`src/rtl/ef_i2s_tx.sv`:
```
// ef_i2s_tx -- I2S master transmitter (Philips format, MSB first).
//
// Audio words are buffered in an internal FIFO. The core divides the system
// clock down to a serial bit clock and emits 64-slot frames: left channel in
// slots 0..31 (ws=0), right channel in slots 32..63 (ws=1). The sample MSB
// sits one slot after each ws edge.
//
// Ports:
//   clk_i            system clock, rising edge
//   rst_i            synchronous active-high reset
//   en_i             transmitter enable
//   prescaler_i      sck half-period minus one, in clk cycles
//   sample_size_i    bits per channel sample (1..32, 0 means 32)
//   mono_i           one FIFO word per frame, sent on both channels
//   wr_i, wdata_i    FIFO write strobe and right-aligned sample
//   clr_underflow_i  clears the sticky underflow flag
//   full_o, empty_o  FIFO status (registered)
//   level_o          FIFO occupancy 0..2^AW (registered)
//   underflow_o      sticky: a pop hit an empty FIFO
//   sck_o, ws_o      serial bit clock and word select
//   sdo_o            serial data, stable around each rising sck
module ef_i2s_tx #(
  parameter int AW = 4
) (
  input  logic          clk_i,
  input  logic          rst_i,
  input  logic          en_i,
  input  logic [7:0]    prescaler_i,
  input  logic [5:0]    sample_size_i,
  input  logic          mono_i,
  input  logic          wr_i,
  input  logic [31:0]   wdata_i,
  input  logic          clr_underflow_i,
  output logic          full_o,
  output logic          empty_o,
  output logic [AW:0]   level_o,
  output logic          underflow_o,
  output logic          sck_o,
  output logic          ws_o,
  output logic          sdo_o
);

  localparam int            Depth     = 1 << AW;
  localparam logic [AW:0]   FullLevel = (AW+1)'(Depth);
  localparam logic [AW:0]   LevelOne  = (AW+1)'(1);
  localparam logic [AW-1:0] PtrOne    = AW'(1);

  // FIFO storage and bookkeeping
  logic [31:0]   mem_q [Depth];
  logic [AW-1:0] wptr_q, rptr_q;
  logic [AW:0]   level_q, level_d;
  logic          full_q, full_d;
  logic          empty_q, empty_d;
  logic          underflow_q, underflow_d;

  // Serial engine state
  logic [7:0]  cnt_q;
  logic        sck_q;
  logic        ws_q;
  logic        sdo_q;
  logic [5:0]  p_q;
  logic [31:0] shreg_q;
  logic [31:0] hold_q;

  // Combinational helpers
  logic        tick;
  logic        fallTick;
  logic [5:0]  pNext;
  logic        leftLoad;
  logic        rightLoad;
  logic        popReq;
  logic        popOk;
  logic        wrOk;
  logic [31:0] popWord;
  logic [31:0] loadWord;
  logic [5:0]  ssEff;
  logic [5:0]  alignShift;
  logic [31:0] aligned;

  // A tick toggles sck; ws, sdo and the slot counter only move on the
  // falling-sck ticks so they stay stable across the receiver's rising edge.
  // Loading happens when entering slot 1 (left) or 33 (right).
  always_comb begin
    tick      = en_i && (cnt_q == prescaler_i);
    fallTick  = tick && sck_q;
    pNext     = p_q + 6'd1;
    leftLoad  = fallTick && (pNext == 6'd1);
    rightLoad = fallTick && (pNext == 6'd33);
    popReq    = leftLoad || (rightLoad && !mono_i);
    popOk     = popReq && !empty_q;
    wrOk      = wr_i && !full_q;
  end

  // The word to send is left-justified into the shift register so the
  // sample MSB lands in bit 31; zeros shift in behind it, which naturally
  // fills the unused slots with 0. Sizes above 32 are clamped to 32.
  always_comb begin
    popWord    = empty_q ? 32'd0 : mem_q[rptr_q];
    loadWord   = (rightLoad && mono_i) ? hold_q : popWord;
    ssEff      = ((sample_size_i == 6'd0) || (sample_size_i > 6'd32)) ? 6'd32 : sample_size_i;
    alignShift = 6'd32 - ssEff;
    aligned    = loadWord << alignShift;
  end

  // Occupancy next state; a write uses the pre-pop full flag, so a write
  // and pop together on a full FIFO drops the write and lowers the level.
  always_comb begin
    level_d = level_q;
    case ({wrOk, popOk})
      2'b10:   level_d = level_q + LevelOne;
      2'b01:   level_d = level_q - LevelOne;
      default: level_d = level_q;
    endcase
    full_d  = (level_d == FullLevel);
    empty_d = (level_d == '0);
  end

  // Underflow is sticky; a set in the same cycle as a clear wins.
  always_comb begin
    underflow_d = underflow_q;
    if (popReq && empty_q) begin
      underflow_d = 1'b1;
    end else if (clr_underflow_i) begin
      underflow_d = 1'b0;
    end
  end

  // FIFO data array, no reset needed: pointers define validity.
  always_ff @(posedge clk_i) begin
    if (wrOk) begin
      mem_q[wptr_q] <= wdata_i;
    end
  end

  // FIFO pointers and registered status.
  always_ff @(posedge clk_i) begin
    if (rst_i) begin
      wptr_q      <= '0;
      rptr_q      <= '0;
      level_q     <= '0;
      full_q      <= 1'b0;
      empty_q     <= 1'b1;
      underflow_q <= 1'b0;
    end else begin
      if (wrOk) begin
        wptr_q <= wptr_q + PtrOne;
      end
      if (popOk) begin
        rptr_q <= rptr_q + PtrOne;
      end
      level_q     <= level_d;
      full_q      <= full_d;
      empty_q     <= empty_d;
      underflow_q <= underflow_d;
    end
  end

  // Clock divider, frame slot counter and serialiser. Disabling parks every
  // serial output low and restarts the frame, dropping any partly sent word.
  always_ff @(posedge clk_i) begin
    if (rst_i || !en_i) begin
      cnt_q   <= '0;
      sck_q   <= 1'b0;
      ws_q    <= 1'b0;
      sdo_q   <= 1'b0;
      p_q     <= '0;
      shreg_q <= '0;
      hold_q  <= '0;
    end else begin
      if (tick) begin
        cnt_q <= '0;
        sck_q <= ~sck_q;
      end else begin
        cnt_q <= cnt_q + 8'd1;
      end
      if (fallTick) begin
        p_q  <= pNext;
        ws_q <= pNext[5];
        if (leftLoad || rightLoad) begin
          sdo_q   <= aligned[31];
          shreg_q <= aligned << 1;
        end else begin
          sdo_q   <= shreg_q[31];
          shreg_q <= shreg_q << 1;
        end
        if (leftLoad) begin
          hold_q <= popWord;
        end
      end
    end
  end

  assign full_o      = full_q;
  assign empty_o     = empty_q;
  assign level_o     = level_q;
  assign underflow_o = underflow_q;
  assign sck_o       = sck_q;
  assign ws_o        = ws_q;
  assign sdo_o       = sdo_q;

endmodule

```
`config.mk`:
```
export PLATFORM = sky130hd
export DESIGN_NAME = ef_i2s_tx
export DESIGN_NICKNAME = d
export VERILOG_FILES = /design/src/rtl/ef_i2s_tx.sv
export SDC_FILE = /design/constraint.sdc
export NUM_CORES = 1
export LEC_CHECK = 0
export ABC_AREA = 1
export BUFFER_PORTS_ARGS = -buffer_cell sky130_fd_sc_hd__buf_2
export CAP_MARGIN = 15
export CORE_ASPECT_RATIO = 2
export CORE_MARGIN = 2
export CORE_UTILIZATION = 55
export CTS_CLUSTER_SIZE = 30
export DETAILED_ROUTE_END_ITERATION = 7
export PLACE_DENSITY = 0.74
export SYNTH_ARGS = -nofsm -noshare
export SYNTH_HDL_FRONTEND = slang
export SYNTH_SLANG_ARGS = --single-unit
```
`constraint.sdc`:
```
create_clock -name clk_i -period 3.3 [get_ports clk_i]
set_input_delay 0.66 -clock clk_i [delete_from_list [all_inputs] [get_ports clk_i]]
set_output_delay 0.66 -clock clk_i [all_outputs]
set_load 0.03 [all_outputs]
```
# Yosys cells after proc, flatten, opt, wreduce, memory -nomap -nowiden
# Memory sizes are Yosys's and may differ from the RTL's. A register that Yosys moved wholly into a read port is not among the register bits.
# Cells that the tools add are included.
# Widths: inputs -> output; s select.
dict set report totals {
  reg_bits 97
  latchBits 0
  ramBits 512
  rom_bits 0
  elab_cells 64
  memories 1
}
dict set report op_classes {
  addsub 7
  mul 0
  n_div 0
  n_lt_le_gt_ge 1
  n_eq_ne 6
  n_shift 1
  muxes 12
  bitwise_logic 1
  n_reduce_logical 22
}
# memory words width read_ports rd_clocked_by_memory_dff wr line
set memory_table {}
lappend memory_table {mem_q 16 32 1 1 1 49} ;# logic [31:0] mem_q [Depth];
# cell count
set ops {}
lappend ops {{$mux 32} 3}
lappend ops {{$shl 32x6->32} 1}
lappend ops {{$pmux 5 s2} 1}
lappend ops {{$logic_and 1x1->1} 9}
lappend ops {{$add 4x1->4 const B} 2}
lappend ops {{$add 8x1->8 const B} 1}
lappend ops {{$eq 8x8->1} 1}
lappend ops {{$mux 4} 2}
lappend ops {{$add 6x1->6 const B} 1}
lappend ops {{$eq 6x1->1 const B} 1}
lappend ops {{$eq 6x6->1 const B} 1}
lappend ops {{$gt 6x6->1 const B} 1}
lappend ops {{$logic_not 6->1} 1}
lappend ops {{$mux 6} 1}
lappend ops {{$sub 6x6->6 const A} 1}
lappend ops {{$add 5x1->5 const B} 1}
lappend ops {{$eq 5x5->1 const B} 1}
lappend ops {{$logic_not 5->1} 1}
lappend ops {{$mux 1} 5}
lappend ops {{$sub 5x1->5 const B} 1}
lappend ops {{$logic_not 1->1} 4}
lappend ops {{$logic_or 1x1->1} 4}
lappend ops {{$eq 2x1->1 const B} 1}
lappend ops {{$eq 2x2->1 const B} 1}
lappend ops {{4 further kinds} 4}

# Longest topological paths before layout
# Gate-level depths: netlist (run 1).
dict set report depth {
  depth_word 10
  mapped_depth 22
  ltp_nobuf 21
}

# Worst setup path before layout (run 1)
# OpenSTA, ideal clock, no wires.
dict set report synth_path {
  path_kind {input -> register}
  start {input prescaler_i[6]}
  end {register empty_q, in the netlist empty_o}
  t_arrival_ps 3460
  t_required_ps 3175
  setup_slack_ps -286
  path_stages 18
  path_buffers 2
  path_cell_list {inv_1 > nor2_1 > nor2_1 > nand3b_4 > nor3_4 > buf_2 > nand2_1 > buf_2 > a211oi_2 > ha_1 > xor2_1 > ha_1 > a21oi_1 > nor2_1 > inv_1 > o311ai_0 > xnor2_1 > o21ai_0}
}
dict set report synth_between {
  elab_chain_cells 10
}
# element line
set synth_rtl {}
lappend synth_rtl {{start, declared} 28} ;# input logic [7:0] prescaler_i,
lappend synth_rtl {{$eq 8x8->1 *} 84} ;# tick = en_i && (cnt_q == prescaler_i);
lappend synth_rtl {{$logic_and 1x1->1 *} 84}
lappend synth_rtl {{$logic_and 1x1->1 *} 85} ;# fallTick = tick && sck_q;
lappend synth_rtl {{$logic_and 1x1->1} 88} ;# rightLoad = fallTick && (pNext == 6'd33);
lappend synth_rtl {{$logic_and 1x1->1} 89} ;# popReq = leftLoad || (rightLoad && !mono_i);
lappend synth_rtl {{$logic_or 1x1->1 *} 89}
lappend synth_rtl {{$logic_and 1x1->1 *} 90} ;# popOk = popReq && !empty_q;
lappend synth_rtl {{$eq 2x1->1 / $eq 2x2->1 (equally long branches)} 109} ;# case ({wrOk, popOk})
lappend synth_rtl {{$pmux 5 s2 *} 109}
lappend synth_rtl {{$logic_not 5->1 *} 115} ;# empty_d = (level_d == '0);
lappend synth_rtl {{end signal, assigned} 153} ;# empty_q <= empty_d;
lappend synth_rtl {{end, declared} 53} ;# logic empty_q, empty_d;
# Mark *: on every way between the ends. The rest lies on a longest branch, timed or not.
# A chain may end at the register's enable or synchronous reset.

# Worst setup path in the final report (run 1)
dict set report layout_path {
  start {register cnt_q[3]}
  end {register empty_q, in the netlist empty_o}
}
dict set report layout_between {
  elab_chain_cells 10
}
# element line
set layout_rtl {}
lappend layout_rtl {{start, declared} 57} ;# logic [7:0] cnt_q;
lappend layout_rtl {{start signal, assigned} 174} ;# cnt_q <= cnt_q + 8'd1;
lappend layout_rtl {{$eq 8x8->1 *} 84}
lappend layout_rtl {{$logic_and 1x1->1 *} 84}
lappend layout_rtl {{$logic_and 1x1->1 *} 85}
lappend layout_rtl {{$logic_and 1x1->1} 88}
lappend layout_rtl {{$logic_and 1x1->1} 89}
lappend layout_rtl {{$logic_or 1x1->1 *} 89}
lappend layout_rtl {{$logic_and 1x1->1 *} 90}
lappend layout_rtl {{$eq 2x1->1 / $eq 2x2->1 (equally long branches)} 109}
lappend layout_rtl {{$pmux 5 s2 *} 109}
lappend layout_rtl {{$logic_not 5->1 *} 115}
# Marked as above.

==> results of run 1 <==
per-stage QoR:
stage	setup TNS, ns	setup slack, ns	power [W]	hold slack [ns]
finish	0	0.239	0.0156	0.339
global route	-0.0862	-0.0408	0.0160	0.362
CTS	0	0.229	0.0156	0.315
detailed placement	-0.326	-0.125	0.00965	0.459
global placement	-0.290	-0.105	0.00963	0.442
floorplan	-0.300	-0.106	0.00921	0.430
synth_stat cells, types with 5 or more instances:
cell	instances	share of area
edfxtp_1	512	0.57
nor2_1	480	0.066
nand3_1	408	0.075
nand2_1	405	0.056
o21ai_0	277	0.051
inv_1	115	0.016
a21oi_1	109	0.020
dfxtp_1	99	0.073
clkbuf_1	85	0.012
buf_2	67	0.012
nand4_1	50	0.012
o211ai_1	34	0.0094
buf_1	29	0.0040
a211oi_1	12	0.0033
ha_1	12	0.0055
nor3_1	11	0.0020
inv_2	6	0.00083
o21a_1	6	0.0017
o21ai_1	6	0.0011
xnor2_1	6	0.0019
xor2_1	5	0.0016
state kept, by name (all words and copies together) (netlist names), 4 cells and up, named ones only:
name / flops
cnt_q: 8
hold_q: 32
level_o: 5
mem_q: 512
p_q: 5
rptr_q: 4
shreg_q: 31
wptr_q: 4
cells by family (layout without fill, tap and decap cells):
logic type / count (synthesis) / after routing / share of synthesized area
other: 0 / 2 / 0
XOR/XNOR: 11 / 11 / 0.00355
AO/OA/AOI/OAI: 450 / 450 / 0.0888
buffers and inverters: 306 / 370 / 0.0457
AND/OR/NAND/NOR: 1363 / 1363 / 0.215
multiplexers: 2 / 2 / 0.000739
flip-flops: 611 / 611 / 0.640
adder cells (fa/ha/maj): 12 / 12 / 0.00554
repair_timing:
item	4_1_cts	5_1_grt
endpoints found under the setup margin	0	18
setup buffers	0	1
resized for setup	0	18
hold buffers	0	0
cell type report:
class                      count  share of cell area
antenna                        2            0.000165
clock buffer                  61              0.0439
clock inverter                34              0.0110
inverter                     123              0.0156
multi-input combinational   1838               0.287
sequential                   611               0.572
tap                          643              0.0265
timing repair buffer         152              0.0439
where the power goes:
part           switching (W)  total (W)  internal [W]
combinational       0.000739    0.00104      0.000300
clock                0.00277    0.00607       0.00331
sequential         0.0000275    0.00846       0.00843
routing by layer:
layer | wire length [um] | GRT usage
met2 | 34600 | 0.461
met4 | 4020 | 0.145
met1 | 26800 | 0.346
met3 | 5340 | 0.0378
met5 | 14 | 0
worst max-delay path: stages (launching register included):
cell      delay [ns]
dfxtp_2         0.35
inv_2           0.05
nand2_1         0.05
nand2_1         0.05
nor2_1          0.12
nand3_2         0.11
nor3_4          0.28
nand4_1         0.22
a211oi_4        0.31
ha_2            0.24
buf_4           0.13
nand2_1         0.04
inv_1           0.07
nor2_1          0.06
buf_4           0.13
nand3_1         0.06
o211ai_1        0.11
xnor2_1         0.14
mux2i_1         0.19
nand4_1         0.14
o21ai_0         0.15
worst max-delay path by stage:
stage | end | slack (ns)
after floorplan | empty_o | -0.11
after global placement | full_o | -0.11
after detailed placement | full_o | -0.12
after CTS | full_o | 0.23
after global routing | full_o | -0.04
final | empty_o | 0.24
==> impl_metrics.py, run 1 <==
metrics = {
    "clock_tree": {
        "root_buffer": "clkbuf_16",
        "h-tree-depth": 2,
        "clock-sinks": 611,
        "cts_buffers": 51,
        "path_clk_slew_ns": 0.06,
        "cts_tree": "yes",
        "clockBufferDepth": 3,
        "clock_latency_ns": 0.61,
    },
    "global_routing": {
        "grt_max_degree": 103,
        "antenna_found_initial": 3,
        "grt_pass1_vias": 19700,
        "track_usage": 0.275,
        "grt_first_pass_wirelength_mm": 109,
        "overflow": 0,
    },
    "pwr": {
        "irDropWorstVdd_v": 0.000547,
        "power.density_mw_per_mm2": 512,
        "p_leak_nw": 11.1,
    },
    "critical_path": {
        "end_kind": "register",
        "r2r-end": "empty_o",
        "crit_start": "cnt_q[3]",
        "path_max_fanout": 4,
        "rrSetupSlack_ns": 0.24,
        "critPathKind": "reg2reg",
        "start_kind": "register",
        "critPathRequiredTime_ns": 3.81,
        "r2r_start": "cnt_q[3]",
        "reg2reg_depth": 20,
        "cp_data_arrival_time_ns": 3.58,
    },
    "timing": {
        "report.final.slew_viol_count": 0,
        "max_freq_ghz": 0.327,
        "rsz0062_at_grt": "true",
        "hold_viol_final": 0,
        "timing.final.crit_share": 0.928,
        "period_minus_slack_ns": 3.06,
        "setup_viol": 0,
        "skew_ns": 0.0340,
        "relSlewSlack": 0.318,
        "max_slew.worst_pin.slew_ns": 1.02,
    },
    "placement": {
        "dpl-instance-area_mm2": 0.0287,
        "place.gp.congestion": 0.902,
        "place_hpwl_mm": 40.4,
        "dp_cells": 3366,
        "portBuffers": 62,
    },
    "synth": {
        "synth_cells": 2755,
        "ys.warnings.count": 0,
        "synthFlopType": "edfxtp_1",
        "synth_edf_count": 512,
        "yosysSeqAreaShare": 0.640,
        "synth_nets": 2819,
        "async_flop_share": 0,
        "synth_cell_types": 36,
        "syn_area_mm2": 0.0271,
        "syn_area_per_cell_um2": 9.84,
        "ys_ff_latch": 611,
    },
    "floorplanning": {
        "core_mm2": 0.0489,
        "fp.dieH_um": 318,
        "die_x_um": 161,
        "placementRows": 115,
        "ios": 63,
        "start_util": 0.554,
        "die-area_mm2": 0.0512,
    },
    "cells_and_area": {
        "final_common_cell": "edfxtp_1",
        "fill_cells": 3924,
        "regArea_mm2": 0.0174,
        "fin_nets": 2841,
        "syn_to_final_growth_pct": 12.1,
        "fin_cells": 3464,
        "final_util": 0.621,
        "design_area_mm2": 0.0304,
        "multi_input_area_mm2": 0.00873,
        "layout_common_cells": "edfxtp_1, nor2_1, nand3_1, nand2_1, o21ai_0",
        "final_layout_size_suffix_gt1_frac": 0.100,
    },
    "route": {
        "wl_per_cell_um": 20.4,
        "via_per_inst": 5.92,
        "firstDrtPassIters": 6,
        "drtIter0Drc": 2462,
        "num_vias": 20500,
        "wirelength_mm": 70.8,
        "ant_nets": 0,
        "drcViolationCount": 0,
    },
    "worst_hold_path": {
        "whs_endpoint": "underflow_o",
        "min_from": "clr_underflow_i",
        "min_delay_path_depth": 4,
        "hp-class": "in2reg",
    },
    "run": {
        "cap_violations": 0,
    },
    "run_status": {
        "status": "finished, final reports clean",
    },
}
No activity file was read; power rests on OpenSTA's default activity.
==> run 2, diff against run 1 <==
--- a/config.mk
+++ b/config.mk
@@ -13,7 +13,9 @@
 export CORE_UTILIZATION = 55
 export CTS_CLUSTER_SIZE = 30
 export DETAILED_ROUTE_END_ITERATION = 7
+export HOLD_SLACK_MARGIN = 0.03
 export PLACE_DENSITY = 0.74
+export SETUP_SLACK_MARGIN = 0.4
 export SYNTH_ARGS = -nofsm -noshare
 export SYNTH_HDL_FRONTEND = slang
 export SYNTH_SLANG_ARGS = --single-unit
==> run 2 against run 1 <==
Sequential power about the same; utilization increased by 1.8 points; count of clock-buffer cells in the layout is 1 lower; setup slack better by 0.18 ns; worst hold slack lost 0.023 ns; sequential share of layout area decreased by 1.5 points; first-iteration DRC count down 6.8%; critical path type unchanged; sequential cell count stayed put; global-route usage fell by 0.28 points; total power rose by 2.1%; largest cell class unchanged; fmax grew 6.4%.
==> impl_metrics.py, run 2 (synthesis gave the netlist of run 1 again) <==
metrics = {
    "timing": {
        "setup_viol": 0,
        "rsz0062_at_grt": "true",
        "period_minus_slack_ns": 2.88,
        "hold_viol_final": 0,
        "max_slew.worst_pin.slew_ns": 0.706,
        "report.final.slew_viol_count": 0,
        "skew_ns": 0.0371,
        "timing.final.crit_share": 0.872,
        "max_freq_ghz": 0.348,
        "final.setup.tns_ns": 0,
        "relSlewSlack": 0.530,
    },
    "placement": {
        "place_hpwl_mm": 40.6,
        "place.gp.congestion": 0.907,
        "portBuffers": 62,
    },
    "global_routing": {
        "grt_first_pass_wirelength_mm": 108,
        "busiest_layer": "met2",
        "met3_usage": 0.0333,
        "overflow": 0,
        "grt_max_degree": 97,
        "grt_pass1_vias": 19400,
        "antenna_found_initial": 5,
        "use_met1": 0.344,
        "track_usage": 0.272,
        "use_met2": 0.456,
    },
    "run_status": {
        "status": "finished, final reports clean",
    },
    "route": {
        "num_vias": 20800,
        "firstDrtPassIters": 6,
        "drtIter0Drc": 2295,
        "via_per_inst": 5.95,
        "drcViolationCount": 0,
        "ant_nets": 0,
        "wirelength_mm": 73.3,
        "wl_per_cell_um": 20.9,
    },
    "pwr": {
        "switching_share": 0.228,
        "p_seq_frac": 0.531,
        "irDropWorstVdd_v": 0.000548,
        "combPwrFrac": 0.068,
        "power.density_mw_per_mm2": 509,
        "p_int_w": 0.0123,
        "p_clk_frac": 0.401,
        "p_leak_nw": 11.5,
        "p_sw_w": 0.00362,
    },
    "critical_path": {
        "r2r-end": "full_o",
        "r2r_start": "cnt_q[0]",
        "reg2reg_depth": 18,
        "start_kind": "register",
        "cp_data_arrival_time_ns": 3.42,
        "rrSetupSlack_ns": 0.42,
        "path_max_fanout": 3,
        "critPathKind": "reg2reg",
        "critPathRequiredTime_ns": 3.84,
        "end_kind": "register",
    },
    "clock_tree": {
        "cts_tree": "yes",
        "clock-sinks": 611,
        "clock_latency_ns": 0.62,
        "cts_buffers": 51,
        "h-tree-depth": 2,
        "cts-hold-fix-buffers": 0,
        "path_clk_slew_ns": 0.07,
        "root_buffer": "clkbuf_16",
        "clockBufferDepth": 3,
    },
    "cells_and_area": {
        "largest_registers": "mem_q x512, hold_q x32, shreg_q x31",
        "final_layout_size_suffix_gt1_frac": 0.131,
        "fin_nets": 2876,
        "syn_to_final_growth_pct": 15.3,
        "layout_common_cells": "edfxtp_1, nor2_1, nand3_1, nand2_1, o21ai_0",
        "regMostFlops": "mem_q",
        "largest_register_ffs": 512,
        "final_common_cell": "edfxtp_1",
        "fill_cells": 3751,
        "final_util": 0.639,
    },
    "floorplanning": {
        "ios": 63,
        "core_mm2": 0.0489,
        "fp.dieH_um": 318,
        "start_util": 0.554,
        "die_x_um": 161,
        "placementRows": 115,
        "die-area_mm2": 0.0512,
    },
    "worst_hold_path": {
        "min_from": "clr_underflow_i",
        "whs_endpoint": "underflow_o",
        "hp-class": "in2reg",
        "min_delay_path_depth": 4,
    },
    "run": {
        "cap_violations": 0,
    },
}
## run 2: cell types whose count changed in the layout (fill, tap and decap cells not counted), sizes merged
cell / delta
clkinv: +2
diode: -1
clkbuf: +7
buf: +25
clkinvlp: -1
bufinv: +3
## run 2: critical path: stages, from the launching register on
cell      delay [ns]
dfxtp_2         0.33
buf_6           0.12
nand2_2         0.04
nand2_1         0.04
nand3b_4        0.16
nor3_4          0.21
nand4_1         0.18
a211oi_4        0.28
ha_2            0.26
xor2_2          0.16
ha_2            0.20
a21oi_2         0.04
nor2_1          0.11
inv_1           0.08
o32ai_2         0.11
o311ai_2        0.15
xnor2_1         0.18
nand2_1         0.09
nor2_1          0.09
## run 2: metrics by stage
step / total power, W / setup WS, ns / hold WS [ns] / cells / area [um2]
final: 0.0159 / 0.422 / 0.317 / 3499 / 31300
after global routing: 0.0163 / 0.152 / 0.351 / 3498 / 31300
after CTS: 0.0159 / 0.291 / 0.296 / 3470 / 30600
after detailed placement: 0.00964 / -0.0864 / 0.461 / 3369 / 28700
after global placement: 0.00963 / -0.103 / 0.442 / 3369 / 28700
after floorplan: 0.00922 / -0.106 / 0.430 / 2755 / 27200
## run 2: worst max-delay path by stage
stage / startpoint / to / slack [ns]
6_report: cnt_q[0] / full_o / 0.42
5_1_grt: cnt_q[0] / full_o / 0.15
3_5_place_dp: prescaler_i[6] / empty_o / -0.09
3_3_place_gp: prescaler_i[6] / full_o / -0.10
4_1_cts: cnt_q[3] / full_o / 0.29
2_1_floorplan: prescaler_i[6] / empty_o / -0.11
## run 2: per-layer routing
layer / routed length (um) / part of all wire
met5: 71 / 0.00097
met4: 4050 / 0.055
met1: 27400 / 0.37
met2: 35700 / 0.49
met3: 6090 / 0.083
## run 2: repair_timing
action / CTS / global route
endpoints found under the setup margin: 9 / 37
resized for setup: 16 / 82
pin swaps: 12 / 19
setup buffers: 5 / 14
cloned: 0 / 14
hold endpoints to repair: 0 / 0
## run 2: final cells by class
cell class / count / area, um2 / share of cell area
repair inverters: 2 / 22.5 / 0.000721
flip-flops and latches: 611 / 17400 / 0.556
well taps: 643 / 805 / 0.0257
clock buffers: 60 / 1320 / 0.0422
repair buffers: 185 / 1850 / 0.0591
inverters: 123 / 498 / 0.0159
clock inverters: 36 / 462 / 0.0148
multi-input cells: 1838 / 8910 / 0.285
diodes: 1 / 2.50 / 0.0000801
## run 2: power by group through the flow
stage	clock, W	combinational, W	sequential (W)
6_report	0.00638	0.00108	0.00845
5_1_grt	0.00668	0.00117	0.00845
4_1_cts	0.00642	0.00103	0.00845
3_5_place_dp	0	0.00102	0.00862
3_3_place_gp	0	0.00101	0.00862
2_1_floorplan	0	0.000588	0.00863
